<file path="src/rtl/wash_phase_timer.sv">
// Phase-duration timer for the wash-cycle controller: prescaled tick down-counter with pause/abort.
// Optional WPT_HEAVY_LOAD_EN adds a `heavy` input that doubles SOAK/WASH durations (saturating).
//
//   state   | meaning
//   --------+-----------------------------------------------------------
//   S_IDLE  | timer disabled, counters cleared
//   S_RUN   | counting prescaler ticks, remaining decrements per tick
//   S_PAUSE | lid open, prescaler and remaining frozen
//   S_DONE  | duration expired, waiting for phase change or disable
module wash_phase_timer #(
   parameter int TICK_DIV    = 1000,
   parameter int CNT_W       = 16,
   parameter int SOAK_TICKS  = 10,
   parameter int WASH_TICKS  = 20,
   parameter int RINSE_TICKS = 15,
   parameter int SPIN_TICKS  = 8
) (
   input  logic             clk,
   input  logic             rst_n,
   input  logic             timer_enable,
   input  logic [1:0]       phase_sel,
   input  logic             pause,
`ifdef WPT_HEAVY_LOAD_EN
   input  logic             heavy,
`endif
   output logic             timer_done,
   output logic [CNT_W-1:0] remaining,
   output logic             running
);

   localparam int PW = (TICK_DIV > 1) ? $clog2(TICK_DIV) : 1;
   localparam logic [PW-1:0] PRESC_MAX = PW'(TICK_DIV - 1);

   typedef enum logic [1:0] {S_IDLE, S_RUN, S_PAUSE, S_DONE} state_t;

   state_t           state_q, state_d;
   logic [PW-1:0]    presc_q, presc_d;
   logic [CNT_W-1:0] rem_q, rem_d;
   logic [1:0]       phase_q, phase_d;
   logic             done_q, done_d;

   logic heavy_i;
   logic load, counting, tick, expire;

`ifdef WPT_HEAVY_LOAD_EN
   assign heavy_i = heavy;
`else
   assign heavy_i = 1'b0;
`endif

   // A zero duration loads as one so every phase produces exactly one done pulse.
   function automatic logic [CNT_W-1:0] load_value(input logic [1:0] ph, input logic hv);
      logic [CNT_W-1:0] base;
      logic [CNT_W:0]   dbl;
      case (ph)
         2'b00:   base = CNT_W'(SOAK_TICKS);
         2'b01:   base = CNT_W'(WASH_TICKS);
         2'b10:   base = CNT_W'(RINSE_TICKS);
         default: base = CNT_W'(SPIN_TICKS);
      endcase
      if (base == '0) base = CNT_W'(1);
      dbl = {base, 1'b0};
      if (hv && !ph[1]) return dbl[CNT_W] ? '1 : dbl[CNT_W-1:0];
      return base;
   endfunction

   // Priority: disable, then phase change (or entry from idle), then pause, then tick.
   // Leaving PAUSE counts as a run cycle, so a pause of N cycles delays done by exactly N.
   assign load     = timer_enable && ((state_q == S_IDLE) || (phase_sel != phase_q));
   assign counting = timer_enable && !load && !pause &&
                     ((state_q == S_RUN) || (state_q == S_PAUSE));
   assign tick     = counting && (presc_q == PRESC_MAX);
   assign expire   = tick && (rem_q == CNT_W'(1));

   always_ff @(posedge clk or negedge rst_n) begin
      if (!rst_n) state_q <= S_IDLE;
      else        state_q <= state_d;
   end

   always_comb begin
      state_d = state_q;
      if (!timer_enable)
         state_d = S_IDLE;
      else if (load)
         state_d = S_RUN;
      else if (expire)
         state_d = S_DONE;
      else if ((state_q == S_RUN) || (state_q == S_PAUSE))
         state_d = pause ? S_PAUSE : S_RUN;
   end

   always_comb begin
      running    = (state_q == S_RUN);
      timer_done = done_q;
      remaining  = rem_q;
   end

   always_comb begin
      presc_d = presc_q;
      rem_d   = rem_q;
      phase_d = phase_q;
      done_d  = 1'b0;
      if (!timer_enable) begin
         presc_d = '0;
         rem_d   = '0;
      end else if (load) begin
         presc_d = '0;
         rem_d   = load_value(phase_sel, heavy_i);
         phase_d = phase_sel;
      end else if (counting) begin
         presc_d = tick ? '0 : presc_q + PW'(1);
         if (tick && (rem_q != '0)) rem_d = rem_q - CNT_W'(1);
         done_d  = expire;
      end
   end

   always_ff @(posedge clk or negedge rst_n) begin
      if (!rst_n) begin
         presc_q <= '0;
         rem_q   <= '0;
         phase_q <= 2'b00;
         done_q  <= 1'b0;
      end else begin
         presc_q <= presc_d;
         rem_q   <= rem_d;
         phase_q <= phase_d;
         done_q  <= done_d;
      end
   end

endmodule

</file>
<file path="config.mk">
export PLATFORM = sky130hd
export DESIGN_NAME = wash_phase_timer
export DESIGN_NICKNAME = d
export VERILOG_FILES = /design/src/rtl/wash_phase_timer.sv
export SDC_FILE = /design/constraint.sdc
export NUM_CORES = 1
export LEC_CHECK = 0
export CAP_MARGIN = 0
export CORE_UTILIZATION = 55
export DETAILED_ROUTE_END_ITERATION = 10
export PLACE_DENSITY = 0.79
export SLEW_MARGIN = 30
export SYNTH_ARGS = -nofsm -noshare
export SYNTH_HDL_FRONTEND = slang
export SYNTH_SLANG_ARGS = --single-unit
</file>
<file path="constraint.sdc">
create_clock -name clk -period 2.8 [get_ports clk]
set_clock_uncertainty 0.2 [all_clocks]
set_input_delay 0.56 -clock clk [delete_from_list [all_inputs] [get_ports clk]]
set_output_delay 0.56 -clock clk [all_outputs]
set_load 0.01 [all_outputs]
</file>
==> flow_metrics.py <==
metrics = {
    "layout": {
        "finalNetCount": 252,
        "num-fill-cells": 266,
        "drive_above_1_share": 0.148,
        "antenna-diode-count": 0,
        "fin_cells": 282,
        "syn_to_final_growth_pct": 22.7,
        "fin_util": 0.702,
        "finalInstanceArea_um2": 2340,
    },
    "timing": {
        "rsz0062_at_grt": "no",
        "period_share": 0.911,
        "max_freq_ghz": 0.392,
        "max_slew_margin": 0.459,
        "tightestPinTransition_ps": 804,
        "hold_viol": 0,
        "setup_viol": 0,
        "drv_slew": 0,
        "period_needed_ps": 2550,
    },
    "synthesis": {
        "synth_edf_count": 0,
        "yosysWarnings": 0,
        "avgSynthCellArea_um2": 9.69,
        "synth_cell_types": 48,
        "netlist_instances": 197,
        "synthArstFlopShare": 1.00,
        "yosysSeqAreaShare": 0.407,
        "synth_fp_nets": 214,
        "synth-seq-cells": 31,
        "ys.flop_type": "dfrtp_1",
        "syn-cell-area_um2": 1910,
    },
    "routing": {
        "top_layer_used": "met4",
        "wire_per_inst_um": 15.5,
        "ant_nets": 0,
        "dr.pass1.iters": 4,
        "vias": 1705,
        "drc": 0,
        "routed-wl-met2_um": 2090,
        "met1_length_um": 1930,
        "wl_met3_um": 253,
        "via_per_inst": 6.05,
        "drt_iter0_drc": 99,
        "totalWireLength_um": 4360,
    },
    "clock_tree": {
        "cts.htree.levels": 2,
        "cts_tree": "done",
        "cts-resized-gates": 0,
        "post-cts-setup-buffers": 0,
        "ctsHoldBuffers": 0,
        "clockBufferDepth": 2,
        "clk_pin_slew_ps": 100,
        "clock_latency_ps": 330,
        "numCtsBuffers": 5,
        "root_buffer": "clkbuf_4",
        "cts.sinks": 31,
    },
    "setup_path": {
        "crit_fanout": 7,
        "path_class": "flip-flop to flip-flop",
        "crit_path_start": "remaining[10]",
        "rr_startpoint": "remaining[10]",
        "startpoint_type": "flip-flop",
        "arrival_ps": 2570,
        "crit_path_end_kind": "flip-flop",
        "cp_data_required_time_ps": 2820,
    },
    "power": {
        "power_density_nw_per_um2": 400,
        "ir_drop_mv": 0.282,
        "power_mw": 0.936,
        "p_leak_nw": 0.937,
        "switchingPower_mw": 0.260,
        "combPwrFrac": 0.174,
        "p_sw_frac": 0.277,
        "pwr-share-seq": 0.504,
        "internal_power_mw": 0.676,
        "p_clk_frac": 0.323,
    },
    "global_route": {
        "first_global_vias": 1583,
        "grt-ovfl-total": 0,
        "grt_pass1_wl_um": 7300,
        "grt_max_degree": 32,
        "grt_usage": 0.273,
        "antenna_found_initial": 0,
    },
    "die": {
        "die_x_um": 60.9,
        "fp.coreArea_um2": 3340,
        "die_area_um2": 3710,
        "start_util": 0.572,
        "die_h_um": 60.9,
        "fp-row-count": 21,
        "design.portCount": 24,
    },
    "placed_design": {
        "dp.cells": 274,
        "placed_cell_area_um2": 2270,
        "hpwl_um": 3290,
        "portBuffers": 23,
        "place_congestion": 0.849,
    },
    "status": {
        "status": "finished, final reports clean",
    },
    "worst_hold_path": {
        "hold_class": "flip-flop to flip-flop",
        "min_from": "remaining[5]",
    },
    "run": {
        "maxCapViolCount": 0,
    },
}
registers in the layout (all words and copies together) (netlist names):
register,count
timer_done,1
state_q,2
remaining,16
presc_q,10
phase_q,2
synth_stat cells (2+ instances only):
cell	n	share of area
a21oi_1	17	0.045
a31oi_1	4	0.013
clkbuf_1	3	0.0059
dfrtp_1	31	0.41
ha_1	11	0.072
inv_1	10	0.020
mux2_2	2	0.012
mux2i_1	3	0.016
nand2_1	9	0.018
nand2b_1	4	0.013
nand3_1	14	0.037
nand4_1	5	0.016
nand4b_1	3	0.014
nor2_1	6	0.012
nor3_1	7	0.018
nor3b_1	2	0.0079
nor4_1	4	0.013
o21ai_0	13	0.034
o21ba_2	2	0.010
o22ai_1	2	0.0066
o31ai_1	3	0.012
or2_0	2	0.0066
or2_2	2	0.0066
or3_1	7	0.023
or4_1	3	0.012
xnor2_1	2	0.0092
xor2_1	5	0.023
final timing paths:
kind	end	slack [ps]	cells after the start
setup / recovery	remaining[2]	250	6
hold / removal	remaining[5]	320	1
setup reg to reg	remaining[2]	250	6
hold reg to reg	remaining[5]	320	1
max in group asynchronous	presc_q[8]	1690	2
min in group asynchronous	remaining[8]	410	2
per-layer routing:
metal / vias to the layer above / track usage
met5: - / 0
met4: 0 / 0.130
met3: 11 / 0.0618
met2: 68 / 0.435
met1: 811 / 0.354
li1: 815 / -
worst max-delay path, stage by stage (launching register included):
cell and delay (ps):
dfrtp_1 460, nor4_1 740, nand4b_1 380, nand4_2 290, buf_4 150, xor2_1 150
a21oi_1 80
through the flow:
| step | setup slack [ps] | hold WS (ps) | setup TNS [ps] |
|---|---|---|---|
| floorplan | 532 | 64.4 | 0 |
| global placement | 56.6 | 291 | 0 |
| detailed placement | -7.99 | 309 | -7.99 |
| CTS | 300 | 325 | 0 |
| global route | 122 | 361 | 0 |
| finish | 249 | 322 | 0 |
power groups by stage:
stage                     registers (mW)  clock network (mW)  logic (mW)
after floorplan                    0.480                   0      0.0941
after global placement             0.478                   0       0.154
after detailed placement           0.480                   0       0.161
after CTS                          0.471               0.310       0.162
after global routing               0.473               0.326       0.180
final                              0.471               0.302       0.162
cell usage in the layout (no fill, tap or decap), types with 6 or more instances in the layout:
cell / count
buf_4: 13
inv_1: 10
nor3_1: 7
o21ai_0: 13
dfrtp_1: 31
or3_1: 7
a21oi_1: 17
nand2_1: 9
ha_1: 11
nand3_1: 14
nor2_1: 6
clkdlybuf4s50_1: 23
final cells by class:
type,count,area [um2],area share
flip-flops and latches,31,776,0.331
inverters,10,37.5,0.0160
clock buffers,8,68.8,0.0294
well taps,46,57.6,0.0246
repair buffers,36,328,0.140
multi-input cells,151,1070,0.459
logic make-up (layout without fill, tap and decap cells):
kind of cell	count (synthesis)	count (layout)	synth area share
AO/OA/AOI/OAI	49	49	0.159
XOR/XNOR	7	7	0.0321
adder cells (fa/ha/maj)	11	11	0.0721
buffers and inverters	15	54	0.0308
flip-flops	31	31	0.407
multiplexers	6	6	0.0354
AND/OR/NAND/NOR	78	78	0.264
Power figures use the tool's default switching activity.
